$ cat src/rtl/io_periph_v1_pkg.sv
// io_periph_v1_pkg: bus select codes, digit register layout and 7-segment table
package io_periph_v1_pkg;

    localparam logic [4:0] SEL_NONE     = 5'd0;
    localparam logic [4:0] SEL_SEG0     = 5'd1;
    localparam logic [4:0] SEL_SEG1     = 5'd2;
    localparam logic [4:0] SEL_BTN      = 5'd3;
    localparam logic [4:0] SEL_BTN_EDGE = 5'd4;

    localparam int SEG_EN_BIT    = 4;
    localparam int SEG_DIGIT_MSB = 3;

    localparam logic [6:0] SEG_BLANK = 7'h7F;

    typedef struct packed {
        logic       en;
        logic [3:0] digit;
    } seg_reg_t;

    // active-low {g..a} patterns for hex digits 0-F
    localparam logic [6:0] HEX7SEG [16] = '{
        7'h40, 7'h79, 7'h24, 7'h30, 7'h19, 7'h12, 7'h02, 7'h78,
        7'h00, 7'h10, 7'h08, 7'h03, 7'h46, 7'h21, 7'h06, 7'h0E
    };

    function automatic logic [6:0] seg_decode(input seg_reg_t r);
        return r.en ? HEX7SEG[r.digit] : SEG_BLANK;
    endfunction

endpackage

$ cat src/rtl/io_periph_v1_if.sv
// io_periph_v1_if: memory-controller side select/strobe/data bus
interface io_periph_v1_if;
    logic [4:0]  sel_mux_data_in;
    logic [4:0]  sel_mux_data_out;
    logic        wr_en;
    logic        rd_en;
    logic [31:0] wr_data;
    logic [31:0] rd_data;
    logic        rd_valid;

    modport master (
        output sel_mux_data_in, sel_mux_data_out, wr_en, rd_en, wr_data,
        input  rd_data, rd_valid
    );

    modport slave (
        input  sel_mux_data_in, sel_mux_data_out, wr_en, rd_en, wr_data,
        output rd_data, rd_valid
    );
endinterface

$ cat src/rtl/io_periph_v1_btn_debounce.sv
// io_periph_v1_btn_debounce: per-bit synchroniser, stability counter and rise detect
module io_periph_v1_btn_debounce #(
    parameter int NUM_BTN         = 8,
    parameter int DEBOUNCE_CYCLES = 16
) (
    input  logic               clk,
    input  logic               rst,
    input  logic [NUM_BTN-1:0] raw,
    output logic [NUM_BTN-1:0] stable,
    output logic [NUM_BTN-1:0] rise
);
    localparam int CW = $clog2(DEBOUNCE_CYCLES);

    logic [NUM_BTN-1:0] sync1_q, sync2_q, stable_q, stable_d;
    logic [CW-1:0]      cnt_q [NUM_BTN];
    logic [CW-1:0]      cnt_d [NUM_BTN];

    // a bit is accepted once it has differed from stable for DEBOUNCE_CYCLES cycles
    always_comb begin
        for (int i = 0; i < NUM_BTN; i++) begin
            stable_d[i] = (sync2_q[i] != stable_q[i] && cnt_q[i] == CW'(DEBOUNCE_CYCLES - 1))
                          ? sync2_q[i] : stable_q[i];
            cnt_d[i]    = (sync2_q[i] != stable_q[i] && cnt_q[i] != CW'(DEBOUNCE_CYCLES - 1))
                          ? cnt_q[i] + 1'b1 : '0;
        end
    end

    assign stable = stable_q;
    assign rise   = stable_d & ~stable_q;

    // synchroniser, debounce counters and accepted levels
    always_ff @(posedge clk) begin
        if (!rst) begin
            sync1_q  <= '0;
            sync2_q  <= '0;
            stable_q <= '0;
            cnt_q    <= '{default: '0};
        end else begin
            sync1_q  <= raw;
            sync2_q  <= sync1_q;
            stable_q <= stable_d;
            cnt_q    <= cnt_d;
        end
    end
endmodule

$ cat src/rtl/io_periph_v1.sv
// io_periph_v1: memory-mapped digit registers, display scan and debounced buttons
module io_periph_v1
    import io_periph_v1_pkg::*;
#(
    parameter int NUM_BTN         = 8,
    parameter int DEBOUNCE_CYCLES = 16,
    parameter int SCAN_DIV        = 1024
) (
    input  logic               clk,
    input  logic               rst,
    io_periph_v1_if.slave      bus,
    input  logic [NUM_BTN-1:0] btn_in,
    output logic [6:0]         seg_cathode,
    output logic [1:0]         seg_anode
);
    localparam int SW = $clog2(SCAN_DIV);

    seg_reg_t           seg0_q, seg0_d, seg1_q, seg1_d;
    logic [NUM_BTN-1:0] btn_stable, btn_rise, edge_q, edge_d;
    logic [SW-1:0]      scan_cnt_q, scan_cnt_d;
    logic               scan_digit_q, scan_digit_d, scan_wrap;
    logic [31:0]        rd_data_q, rd_mux;
    logic               rd_valid_q;
    logic [6:0]         seg_cathode_q;
    logic [1:0]         seg_anode_q;
    logic               unused_wr_data;

    assign unused_wr_data = ^bus.wr_data[31:5];

    io_periph_v1_btn_debounce #(
        .NUM_BTN        (NUM_BTN),
        .DEBOUNCE_CYCLES(DEBOUNCE_CYCLES)
    ) u_debounce (
        .clk   (clk),
        .rst   (rst),
        .raw   (btn_in),
        .stable(btn_stable),
        .rise  (btn_rise)
    );

    // register writes, clear-on-read edge capture (set wins), read mux and scan timer
    always_comb begin
        seg0_d       = (bus.wr_en && bus.sel_mux_data_in == SEL_SEG0) ? seg_reg_t'(bus.wr_data[4:0]) : seg0_q;
        seg1_d       = (bus.wr_en && bus.sel_mux_data_in == SEL_SEG1) ? seg_reg_t'(bus.wr_data[4:0]) : seg1_q;
        edge_d       = ((bus.rd_en && bus.sel_mux_data_out == SEL_BTN_EDGE) ? '0 : edge_q) | btn_rise;
        rd_mux       = bus.sel_mux_data_out == SEL_SEG0     ? {27'b0, seg0_q} :
                       bus.sel_mux_data_out == SEL_SEG1     ? {27'b0, seg1_q} :
                       bus.sel_mux_data_out == SEL_BTN      ? 32'(btn_stable) :
                       bus.sel_mux_data_out == SEL_BTN_EDGE ? 32'(edge_q)     : '0;
        scan_wrap    = scan_cnt_q == SW'(SCAN_DIV - 1);
        scan_cnt_d   = scan_wrap ? '0 : scan_cnt_q + 1'b1;
        scan_digit_d = scan_digit_q ^ scan_wrap;
    end

    // state update; display outputs are registered together from the active digit
    always_ff @(posedge clk) begin
        if (!rst) begin
            seg0_q        <= '0;
            seg1_q        <= '0;
            edge_q        <= '0;
            scan_cnt_q    <= '0;
            scan_digit_q  <= 1'b0;
            rd_data_q     <= '0;
            rd_valid_q    <= 1'b0;
            seg_anode_q   <= 2'b11;
            seg_cathode_q <= SEG_BLANK;
        end else begin
            seg0_q        <= seg0_d;
            seg1_q        <= seg1_d;
            edge_q        <= edge_d;
            scan_cnt_q    <= scan_cnt_d;
            scan_digit_q  <= scan_digit_d;
            rd_valid_q    <= bus.rd_en;
            if (bus.rd_en) rd_data_q <= rd_mux;
            seg_anode_q   <= scan_digit_q ? 2'b01 : 2'b10;
            seg_cathode_q <= seg_decode(scan_digit_q ? seg1_q : seg0_q);
        end
    end

    assign bus.rd_data  = rd_data_q;
    assign bus.rd_valid = rd_valid_q;
    assign seg_anode    = seg_anode_q;
    assign seg_cathode  = seg_cathode_q;
endmodule

$ cat src/flat_wrapper.sv
// flat-port wrapper written by rule: the top's interface ports become plain ports
module io_periph_v1_flat import io_periph_v1_pkg::*;
#(
    parameter int NUM_BTN         = 8,
    parameter int DEBOUNCE_CYCLES = 16,
    parameter int SCAN_DIV        = 1024
)
  (clk, rst, btn_in, seg_cathode, seg_anode, bus_sel_mux_data_in, bus_sel_mux_data_out, bus_wr_en, bus_rd_en, bus_wr_data, bus_rd_data, bus_rd_valid);
  io_periph_v1_if bus_i ();
  input  logic clk;
  input  logic rst;
  input  logic [NUM_BTN-1:0] btn_in;
  output logic [6:0] seg_cathode;
  output logic [1:0] seg_anode;
  input wire logic [$bits(bus_i.sel_mux_data_in)-1:0] bus_sel_mux_data_in;
  input wire logic [$bits(bus_i.sel_mux_data_out)-1:0] bus_sel_mux_data_out;
  input wire logic [$bits(bus_i.wr_en)-1:0] bus_wr_en;
  input wire logic [$bits(bus_i.rd_en)-1:0] bus_rd_en;
  input wire logic [$bits(bus_i.wr_data)-1:0] bus_wr_data;
  output wire logic [$bits(bus_i.rd_data)-1:0] bus_rd_data;
  output wire logic [$bits(bus_i.rd_valid)-1:0] bus_rd_valid;
  assign bus_i.sel_mux_data_in = bus_sel_mux_data_in;
  assign bus_i.sel_mux_data_out = bus_sel_mux_data_out;
  assign bus_i.wr_en = bus_wr_en;
  assign bus_i.rd_en = bus_rd_en;
  assign bus_i.wr_data = bus_wr_data;
  assign bus_rd_data = bus_i.rd_data;
  assign bus_rd_valid = bus_i.rd_valid;
  io_periph_v1 #(.NUM_BTN(NUM_BTN), .DEBOUNCE_CYCLES(DEBOUNCE_CYCLES), .SCAN_DIV(SCAN_DIV)) u_core (.clk(clk), .rst(rst), .bus(bus_i), .btn_in(btn_in), .seg_cathode(seg_cathode), .seg_anode(seg_anode));
endmodule
$ cat config.mk
export PLATFORM = sky130hd
export DESIGN_NAME = io_periph_v1_flat
export DESIGN_NICKNAME = d
export VERILOG_FILES = /design/src/rtl/io_periph_v1_pkg.sv /design/src/rtl/io_periph_v1_if.sv /design/src/rtl/io_periph_v1_btn_debounce.sv /design/src/rtl/io_periph_v1.sv /design/src/flat_wrapper.sv
export SDC_FILE = /design/constraint.sdc
export NUM_CORES = 1
export LEC_CHECK = 0
export ABC_AREA = 1
export ABC_CLOCK_PERIOD_IN_PS = 1600
export CORE_UTILIZATION = 30
export CTS_CLUSTER_SIZE = 24
export DETAILED_ROUTE_END_ITERATION = 10
export PLACE_DENSITY = 0.48
export SETUP_SLACK_MARGIN = 0.4
export SLEW_MARGIN = 20
export SYNTH_ARGS = -nofsm -noshare
export SYNTH_HDL_FRONTEND = slang
export SYNTH_SLANG_ARGS = --single-unit
$ cat constraint.sdc
create_clock -name clk -period 1.6 [get_ports clk]
set_input_delay 0.24 -clock clk [delete_from_list [all_inputs] [get_ports clk]]
set_output_delay 0.24 -clock clk [all_outputs]
set_load 0.1 [all_outputs]
======== Word-level counts from Yosys, hierarchy flattened ========
Memories as Yosys holds them, arrays and structs flattened. A register that Yosys moved wholly into a read port is not among the register bits.
Cells that the tools add are included.
operators by class
  add/sub/neg operators ................... 9
  equality and inequality tests ........... 31
  muxes and demuxes ....................... 15
  bitwise operators ....................... 6
  reduce and logical (&&, ||, !) cells .... 30
operator list
  cell                                                             count
  32-bit 2-to-1 mux                                                3
  4-bit by 1-bit adder with 4-bit output, second input constant    8
  4-bit == test, second input constant                             8
  4-bit inequality test, second input constant                     8
  1-bit logical AND                                                19
  2-bit AND reduction                                              9
  8-bit 2-to-1 mux                                                 2
  5-bit by 2-bit == test with 1-bit output, second input constant  3
  10-bit by 1-bit adder with 10-bit output, second input constant  1
  10-bit == test, second input constant                            1
  5-bit by 1-bit == test with 1-bit output, second input constant  2
  8-bit bitwise AND                                                1
  1-bit 2-to-1 mux                                                 8
  1-bit inequality test                                            8
  8-bit NOT                                                        1
  8-bit bitwise OR                                                 1
  5-bit by 3-bit == test with 1-bit output, second input constant  1
  5-bit 2-to-1 mux                                                 1
  4-bit NOT with 5-bit output                                      1
  2-bit 2-to-1 mux                                                 1
  2-bit OR reduction                                               1
  1-bit logical NOT                                                1
  1-bit NOT                                                        1
  1-bit XOR                                                        1
word-level totals
  bits in registers ....................... 120
  bits in read-only memories .............. 112
  memories kept ........................... 1
memory list
  name             words  width  read ports  clocked after Yosys merged registers in  wr ports  RTL line                source
  (no name shown)  16     7      1           1                                        0         io_periph_v1_pkg.sv:27  return r.en ? HEX7SEG[r.digit] : SEG_BLANK;

======== Logic depth before layout (Yosys ltp) ========
Gate-level depths: netlist of the first run.
  word-level depth ........................ 5
  gate-level depth with buffers ........... 9
  gate-level depth less buffers ........... 9

======== Cells and area by module ========
A second synthesis of the first run with hierarchy kept.
second synthesis, totals
  cells, all modules ...................... 597
  area, all modules ....................... 4544.4 um2
modules (own cells, without submodules)
  module                     times used  cells an instance  area an instance (um2)  seq. area each (um2)
  io_periph_v1               1           322                2378.5                  940.9
  io_periph_v1_btn_debounce  1           275                2165.8                  1121.1

======== Least setup slack after synthesis of the first run ========
OpenSTA, ideal clock, no wires.
  path kind ............................... register to register
  from .................................... register u_core.scan_digit_q
  to ...................................... register u_core.seg_cathode_q[0], in the netlist u_core.seg_cathode[0]
  setup time .............................. 0.125 ns
  arrival ................................. 1.345 ns
  required time ........................... 1.475 ns
  path slack .............................. 0.131 ns
  cell stages (with the launch flop) ...... 10
  path buffers ............................ 0
  period minus slack after synthesis ...... 1.469 ns
  cell sequence ........................... dfxtp_1 -> inv_1 -> or2_1 -> o21ai_2 -> inv_1 -> ha_1 -> inv_1 -> nor2_4 -> o21ai_1 -> nand3_1
on the way
  longest elaborated chain between the ends .. 3
ends and longest elaborated chain
  element                               RTL line            source
  start: declaration                    io_periph_v1.sv:21  logic scan_digit_q, scan_digit_d, scan_wrap;
  start signal: assignment              io_periph_v1.sv:72  scan_digit_q <= scan_digit_d;
  5-bit 2-to-1 mux (*)                  io_periph_v1.sv:76  seg_cathode_q <= seg_decode(scan_digit_q ? seg1_q : seg0_q);
  2-bit AND reduction (no source line)  -
  1-bit logical NOT (no source line)    -
  end: declaration                      io_periph_v1.sv:24  logic [6:0] seg_cathode_q;
Every way passes the cells marked *; elsewhere a longest branch is shown, timed or not.
A chain may end at the register's enable or synchronous reset.

======== Worst setup path in the final report of the first run ========
  from .................................... register u_core.scan_digit_q
  to ...................................... register u_core.seg_cathode_q[3], in the netlist u_core.seg_cathode[3]
The elaborated chain is that of the path after synthesis.

==> results.md, run 1 <==
| Group | Parameter | This run |
| --- | --- | --- |
| run status | Result of the run | finished clean |
| setup path | Critical-path maximum fanout | 5 |
| detailed routing | ANT nets after route | 0 |
| flow run | Max-cap viol count | 0 |
| timing | Tightest hold margin | 0.413 ns |
| power and ir drop | Total power after layout | 5.40 mW |
| timing | Final number of max-transition violations | 0 |
| grt | First-pass GRT wire length | 15100 µm |
| placed design | Buffers on Ports | 44 |
| detailed routing | Number of detailed-route iterations in the first pass | 4 |
| detailed routing | Routed vias | 3544 |
| cts | Number of buffers added to fix hold violations after cts | 0 |
| setup path | Endpoint of the lowest-slack register-to-register path | u_core.seg_cathode[3] |
| grt | Largest net degree at the start of global routing | 35 |
| detailed routing | Average vias per placed instance | 4.36 |
| placed design | Final weighted congestion in routability-driven placement | 0.778 |
| synthesis | Post-synthesis sequential element count | 103 |
| cts | Clock latency reported for the late side of the worst-skew pair | 0.35 ns |
| finish | Area growth from synthesis to layout | 33.3% |
| synthesis | Yosys warns | 0 |
| placed design | Post-detailed-placement cell area | 5380 µm² |
| placed design | Total instance count after detailed placement | 776 |
| grt | Initial antenna violation count | 0 |
| setup path | Setup Crit Path Kind | reg -> reg |
| cts | Number of sinks on the clock net | 103 |
| timing | Smallest setup slack after layout | 0.205 ns |
| grt | Vias in the first global route | 3365 |
| timing | Total count of hold-check failures in the final report | 0 |
| floorplan | Starting density of the core | 0.308 |
| cts | Number of levels in the clock H-tree | 3 |
| synthesis | Synth cell types | 38 |
| power and ir drop | Fraction of power consumed by combinational cells | 0.110 |
| timing | RSZ-0062 raised after global routing | yes |
| detailed routing | # DRC | 0 |
| grt | Global route overflow | 0 |
| floorplan | Number of placement rows | 44 |
| synthesis | Cell area after technology mapping | 4490 µm² |
| setup path | Sort of element at the start of the critical path | register |
| timing | Worst-case clock skew | 0.00431 ns |
| finish | Total Nets Final | 692 |
| floorplan | Area of the core | 14600 µm² |
| setup path | Worst flop-to-flop path startpoint | u_core.scan_digit_q |
| setup path | Endpoint of the worst setup timing path | u_core.seg_cathode[3] |
| synthesis | Seq/Total Area, Yosys | 0.459 |
| synthesis | Mean instance size in the synthesized netlist | 8.30 µm² |
| grt | Gr usage total | 0.121 |
| floorplan | Number of I/O pins | 96 |
| power and ir drop | Static leakage | 2.55 nW |
| timing | Ratio of final minimum period to clock period | 0.872 |
| detailed routing | Post-Route WL | 9030 µm |
| finish | Final-layout fill cell count | 1458 |
| worst hold path | Hold path depth | 2 |
| setup path | Flop2flop setup slack | 0.21 ns |
| worst hold path | Worst min-delay path category | reg -> reg |
| finish | Final Instance Count excl. Fillers | 812 |
| power and ir drop | Share of total power consumed by net switching | 0.257 |
| setup path | Number of cells on the worst reg-to-reg path | 8 |
| power and ir drop | Power share of the sequential group | 0.488 |
| synthesis | Post-synthesis cell count | 541 |
| power and ir drop | Reported net switching power | 1.39 mW |
| cts | Bufs on Longest Clock Path | 2 |
| setup path | Type of element capturing the critical path | register |
| power and ir drop | Internal power | 4.01 mW |
| timing | F_max | 717 MHz |
| power and ir drop | Power share of the clock group | 0.402 |
| setup path | Required arrival time at the worst endpoint | 1.84 ns |
| setup path | Arrival time of data at the critical path endpoint | 1.64 ns |
| placed design | Half-perimeter wire length after placement | 6550 µm |
| detailed routing | Avg WL per Cell | 11.1 µm |
| floorplan | Chip Width | 124 µm |
| cts | CTS Buf Count | 9 |
| cts | TritonCTS clock tree | yes |
| finish | Final core area utilization | 0.411 |
| cts | Clock transition at the register clock pins on the worst setup and hold paths after CTS | 0.07 ns |
| power and ir drop | Total power divided by cell area | 902 nW/µm² |
| timing | Final-report setup violation count | 0 |
| power and ir drop | Maximum VDD drop | 0.000460 V |
| timing | Minimum period implied by the final worst setup slack | 1.39 ns |
| detailed routing | Initial DRC Count | 169 |
| floorplan | Die Footprint | 15500 µm² |
| finish | Post-route cell area | 5990 µm² |
| finish | Fraction of final layout cells sized beyond drive strength 1 | 0.237 |
| setup path | Crit path from | u_core.scan_digit_q |
| placed design | Worst slack at placement | -0.117 ns |
| cts | CTS Root Buffer Type | sky130_fd_sc_hd__clkbuf_16 |
| timing | TNS Setup | 0 ns |
| finish | Diodes inserted | 0 |
| floorplan | Chip height | 124 µm |
==> power by group through the flow <==
stage / sequential, mW / clock (mW) / combinational (mW)
after global placement: 2.69 / 0 / 0.568
final: 2.63 / 2.17 / 0.595
after global routing: 2.64 / 2.36 / 0.632
after CTS: 2.63 / 2.24 / 0.589
after detailed placement: 2.69 / 0 / 0.572
after floorplan: 2.72 / 0 / 0.428
==> cell usage in the layout, fill, tap and decap left out, types with 10 or more instances in the layout <==
| cell | instances |
|---|---|
| sky130_fd_sc_hd__a21oi_1 | 18 |
| sky130_fd_sc_hd__buf_12 | 20 |
| sky130_fd_sc_hd__buf_4 | 32 |
| sky130_fd_sc_hd__clkdlybuf4s50_1 | 21 |
| sky130_fd_sc_hd__conb_1 | 24 |
| sky130_fd_sc_hd__dfxtp_1 | 92 |
| sky130_fd_sc_hd__dfxtp_2 | 11 |
| sky130_fd_sc_hd__ha_1 | 11 |
| sky130_fd_sc_hd__inv_1 | 55 |
| sky130_fd_sc_hd__nand2_1 | 78 |
| sky130_fd_sc_hd__nand2_2 | 10 |
| sky130_fd_sc_hd__nand3_1 | 27 |
| sky130_fd_sc_hd__nand4_1 | 17 |
| sky130_fd_sc_hd__nor2_1 | 60 |
| sky130_fd_sc_hd__o21ai_0 | 11 |
| sky130_fd_sc_hd__o21ai_1 | 13 |
| sky130_fd_sc_hd__xor2_1 | 17 |
==> synth_stat cells (all sizes together) <==
master    n  share of area
dfxtp   103           0.46
nand2    90          0.081
nor2     71          0.070
inv      65          0.055
nand3    35          0.041
buf      32          0.055
o21ai    30          0.040
a21oi    26          0.032
nand4    18          0.026
xor2     17          0.033
ha       15          0.042
nand3b    9          0.015
xnor2     9          0.018
a211oi    8          0.013
clkbuf    3         0.0025
or2       3         0.0042
a31oi     2         0.0061
nor3      2         0.0022
and3      1         0.0014
conb      1        0.00083
o211ai    1         0.0017
==> timing repair <==
item | in CTS | in global routing
gates cloned | 1 | 0
setup buffers | 15 | 4
endpoints found under the setup margin | 32 | 40
gates resized for setup | 30 | 21
pin swaps | 21 | 14
==> routing by layer <==
metal	wire length (µm)	vias to the layer above	global-route usage	share of wire
li1	-	1852	-	-
met1	4460	1623	0.149	0.49
met2	4120	57	0.199	0.46
met3	238	12	0.0223	0.026
met4	207	0	0.0680	0.023
met5	0	-	0	0
==> flip-flops by register name (all words and copies together), names as in the netlist, 7 cells and up <==
signal and count:
u_core.edge_q 8, u_core.bus.rd_data 8, u_core.seg_cathode 7, u_core.u_debounce.cnt_q 32, u_core.scan_cnt_q 10, u_core.u_debounce.stable 8
u_core.u_debounce.sync2_q 8, u_core.u_debounce.sync1_q 8
==> worst min path at each step <==
stage | slack, ns | end | from
final | 0.41 | u_core.u_debounce.sync2_q[4] | u_core.u_debounce.sync1_q[4]
after global placement | 0.39 | u_core.u_debounce.sync2_q[4] | u_core.u_debounce.sync1_q[4]
after global routing | 0.42 | u_core.u_debounce.sync1_q[1] | btn_in[1]
after CTS | 0.40 | u_core.u_debounce.sync1_q[1] | btn_in[1]
after floorplan | 0.34 | u_core.u_debounce.sync1_q[0] | btn_in[0]
after detailed placement | 0.40 | u_core.u_debounce.sync2_q[4] | u_core.u_debounce.sync1_q[4]
==> layout make-up <==
type / instances / area (µm²) / share of cell area
sequential: 103 / 2080 / 0.347
multi-input combinational: 362 / 2200 / 0.368
clock inverter: 4 / 45.0 / 0.00752
inverter: 65 / 249 / 0.0416
clock buffer: 12 / 246 / 0.0412
timing repair buffer: 82 / 940 / 0.157
tap: 184 / 230 / 0.0384
==> critical path, stage by stage (launching register included) <==
cell	delay [ns]
sky130_fd_sc_hd__dfxtp_2	0.33
sky130_fd_sc_hd__buf_6	0.13
sky130_fd_sc_hd__o21ai_4	0.20
sky130_fd_sc_hd__inv_2	0.09
sky130_fd_sc_hd__ha_1	0.21
sky130_fd_sc_hd__nand2_2	0.10
sky130_fd_sc_hd__nand3_2	0.08
sky130_fd_sc_hd__o21ai_1	0.08
sky130_fd_sc_hd__nand2_1	0.06
==> cell families after synthesis <==
logic type               after synthesis  share of synthesized area
AND/OR/NAND/NOR                      229                      0.242
flip-flops                           103                      0.459
buffers and inverters                100                      0.112
AO/OA/AOI/OAI                         67                     0.0936
XOR/XNOR                              26                     0.0507
adder cells (fa/ha/maj)               15                     0.0418
other                                  1                   0.000835
Note: power is estimated with default switching activity, not from simulation.
==> run 2: changes to the inputs <==
--- a/config.mk
+++ b/config.mk
@@ -7,6 +7,7 @@
 export LEC_CHECK = 0
 export ABC_AREA = 1
 export ABC_CLOCK_PERIOD_IN_PS = 1600
+export CORE_MARGIN = 2
 export CORE_UTILIZATION = 30
 export CTS_CLUSTER_SIZE = 24
 export DETAILED_ROUTE_END_ITERATION = 10
==> results.md, run 2 (same netlist as run 1, synthesis figures left out) <==
| Group | Parameter | This run |
| --- | --- | --- |
| run status | Result of the run | finished clean |
| setup path | Maximum cell stage delay along the critical path | 0.33 ns |
| finish | Total Nets Final | 690 |
| finish | Fraction of final layout cells sized beyond drive strength 1 | 0.227 |
| detailed routing | ANT nets after route | 0 |
| setup path | Endpoint of the worst setup timing path | u_core.seg_cathode[1] |
| cts | CTS Root Buffer Type | sky130_fd_sc_hd__clkbuf_16 |
| timing | Total count of hold-check failures in the final report | 0 |
| setup path | Master of the slowest instance on the critical path | sky130_fd_sc_hd__dfxtp_2 |
| setup path | Type of element capturing the critical path | register |
| detailed routing | Average vias per placed instance | 4.36 |
| detailed routing | Routed vias | 3530 |
| cts | TritonCTS clock tree | yes |
| flow run | Max-cap viol count | 0 |
| finish | Post-route cell area | 6020 µm² |
| timing | Ratio of final minimum period to clock period | 0.864 |
| cts | Clock transition at the register clock pins on the worst setup and hold paths after CTS | 0.07 ns |
| detailed routing | Number of detailed-route iterations in the first pass | 5 |
| floorplan | Chip height | 126 µm |
| finish | Leading cell type in the layout, fill and taps excluded | sky130_fd_sc_hd__dfxtp_1 |
| placed design | Buffers on Ports | 44 |
| setup path | Most common cell on crit path | sky130_fd_sc_hd__buf_4 |
| cts | Bufs on Longest Clock Path | 2 |
| cts | CTS Buf Count | 9 |
| timing | F_max | 724 MHz |
| setup path | Flop2flop setup slack | 0.22 ns |
| detailed routing | Avg WL per Cell | 11.1 µm |
| floorplan | Area of the core | 14600 µm² |
| finish | Largest register FFs | 32 |
| setup path | Sort of element at the start of the critical path | register |
| grt | Vias in the first global route | 3341 |
| timing | TNS Setup | 0 ns |
| grt | Gr usage total | 0.115 |
| grt | Global route overflow | 0 |
| grt | First-pass GRT wire length | 15100 µm |
| worst hold path | Worst min-delay path category | in -> reg |
| timing | Smallest setup slack after layout | 0.218 ns |
| timing | Final number of max-transition violations | 0 |
| power and ir drop | Static leakage | 2.58 nW |
| cts | Number of sinks on the clock net | 103 |
| timing | Worst-case clock skew | 0.00492 ns |
| finish | Area growth from synthesis to layout | 34.0% |
| detailed routing | Initial DRC Count | 158 |
| cts | Clock latency reported for the late side of the worst-skew pair | 0.34 ns |
| setup path | Crit path from | u_core.scan_digit_q |
| setup path | Number of cells on the worst reg-to-reg path | 7 |
| setup path | Critical-path maximum fanout | 6 |
| setup path | Setup Crit Path Kind | reg -> reg |
| setup path | Worst flop-to-flop path startpoint | u_core.scan_digit_q |
| finish | Register bank with the most flops | u_core.u_debounce.cnt_q |
| floorplan | Number of placement rows | 44 |
| floorplan | Chip Width | 126 µm |
| detailed routing | # DRC | 0 |
| finish | Final-layout fill cell count | 1462 |
| setup path | Endpoint of the lowest-slack register-to-register path | u_core.seg_cathode[1] |
| placed design | Post-detailed-placement cell area | 5370 µm² |
| timing | Minimum period implied by the final worst setup slack | 1.38 ns |
| floorplan | Starting density of the core | 0.308 |
| grt | Largest net degree at the start of global routing | 25 |
| power and ir drop | Maximum VDD drop | 0.000549 V |
| power and ir drop | Total power divided by cell area | 949 nW/µm² |
| floorplan | Number of I/O pins | 96 |
| finish | Leading registers by flop count | u_core.u_debounce.cnt_q (32), u_core.scan_cnt_q (10) |
| cts | Number of buffers added to fix hold violations after cts | 0 |
| floorplan | Die Footprint | 16000 µm² |
| finish | Diodes inserted | 0 |
| setup path | Required arrival time at the worst endpoint | 1.82 ns |
| setup path | Arrival time of data at the critical path endpoint | 1.60 ns |
| grt | Initial antenna violation count | 0 |
| timing | RSZ-0062 raised after global routing | yes |
| finish | Leading cell types in the layout, fill and taps excluded | sky130_fd_sc_hd__dfxtp_1 (91), sky130_fd_sc_hd__nand2_1 (82), sky130_fd_sc_hd__nor2_1 (60) |
| placed design | Final weighted congestion in routability-driven placement | 0.837 |
| timing | Final-report setup violation count | 0 |
| finish | Final core area utilization | 0.413 |
| placed design | Total instance count after detailed placement | 774 |
| detailed routing | Post-Route WL | 8980 µm |
| finish | Final Instance Count excl. Fillers | 810 |
| cts | Number of levels in the clock H-tree | 3 |
| placed design | Worst slack at placement | -0.0736 ns |
| placed design | Half-perimeter wire length after placement | 6660 µm |
| setup path | Worst path cell trace | buf_6 > buf_4 > o21ai_4 > buf_4 > nand2_1 > o211ai_1 > nand3_1 |
run 2: cell type report:
type | count | area, µm² | area share
flip-flops and latches | 103 | 2080 | 0.345
multi-input cells | 362 | 2190 | 0.364
clock inverters | 6 | 108 | 0.0179
inverters | 65 | 254 | 0.0422
well taps | 184 | 230 | 0.0382
repair buffers | 80 | 920 | 0.153
clock buffers | 10 | 239 | 0.0397
run 2: report_power, final:
part / internal, mW / switching (mW) / leakage [nW]
Sequential: 2.60 / 0.0309 / 0.841
Clock: 1.57 / 0.926 / 0.168
Combinational: 0.157 / 0.433 / 1.57
Total: 4.33 / 1.39 / 2.58
run 2: how the worst min path moves through the flow:
| stage | cells past startpoint | slack (ns) | start | to |
|---|---|---|---|---|
| 4_1_cts | 3 | 0.41 | btn_in[4] | u_core.u_debounce.sync1_q[4] |
| 5_1_grt | 3 | 0.31 | bus_rd_en | u_core.bus.rd_data[6] |
| 3_3_place_gp | 2 | 0.40 | u_core.u_debounce.sync1_q[3] | u_core.u_debounce.sync2_q[3] |
| 3_5_place_dp | 2 | 0.40 | u_core.u_debounce.sync1_q[5] | u_core.u_debounce.sync2_q[5] |
| 2_1_floorplan | 2 | 0.34 | btn_in[0] | u_core.u_debounce.sync1_q[0] |
| 6_report | 3 | 0.30 | bus_rd_en | u_core.bus.rd_data[6] |
run 2: routing by layer:
metal / global-route usage / up-vias / share of wire
li1: - / 1856 / -
met1: 0.148 / 1612 / 0.48
met2: 0.190 / 53 / 0.47
met3: 0.0224 / 9 / 0.029
met4: 0.0446 / 0 / 0.015
met5: 0 / - / 0
run 2: worst max-delay path: cells and delay by family (launching register included):
kind                   cells  cell delay [ns]
buffers and inverters      3             0.46
AO/OA/AOI/OAI              2             0.33
AND/OR/NAND/NOR            2             0.16
flip-flops                 1             0.33
run 2: what timing repair did:
item,4_1_cts,5_1_grt
pin swaps,14,10
setup endpoints to repair,34,77
setup buffers,12,7
gates cloned,1,0
gates resized for setup,27,20
endpoints found under the hold margin,0,0
run 2: per-stage QoR:
step | hold WS (ns) | power [mW]
global placement | 0.397 | 3.25
global route | 0.312 | 5.95
detailed placement | 0.400 | 3.26
finish | 0.301 | 5.72
floorplan | 0.338 | 3.14
CTS | 0.408 | 5.79
==> run 3: changes to the inputs <==
--- a/config.mk
+++ b/config.mk
@@ -11,6 +11,7 @@
 export CORE_UTILIZATION = 30
 export CTS_CLUSTER_SIZE = 24
 export DETAILED_ROUTE_END_ITERATION = 10
+export HOLD_SLACK_MARGIN = 0.02
 export PLACE_DENSITY = 0.48
 export SETUP_SLACK_MARGIN = 0.4
 export SLEW_MARGIN = 20
==> results of run 3 <==
Same layout as run 2: the final DEF is identical, and so are final timing and power.
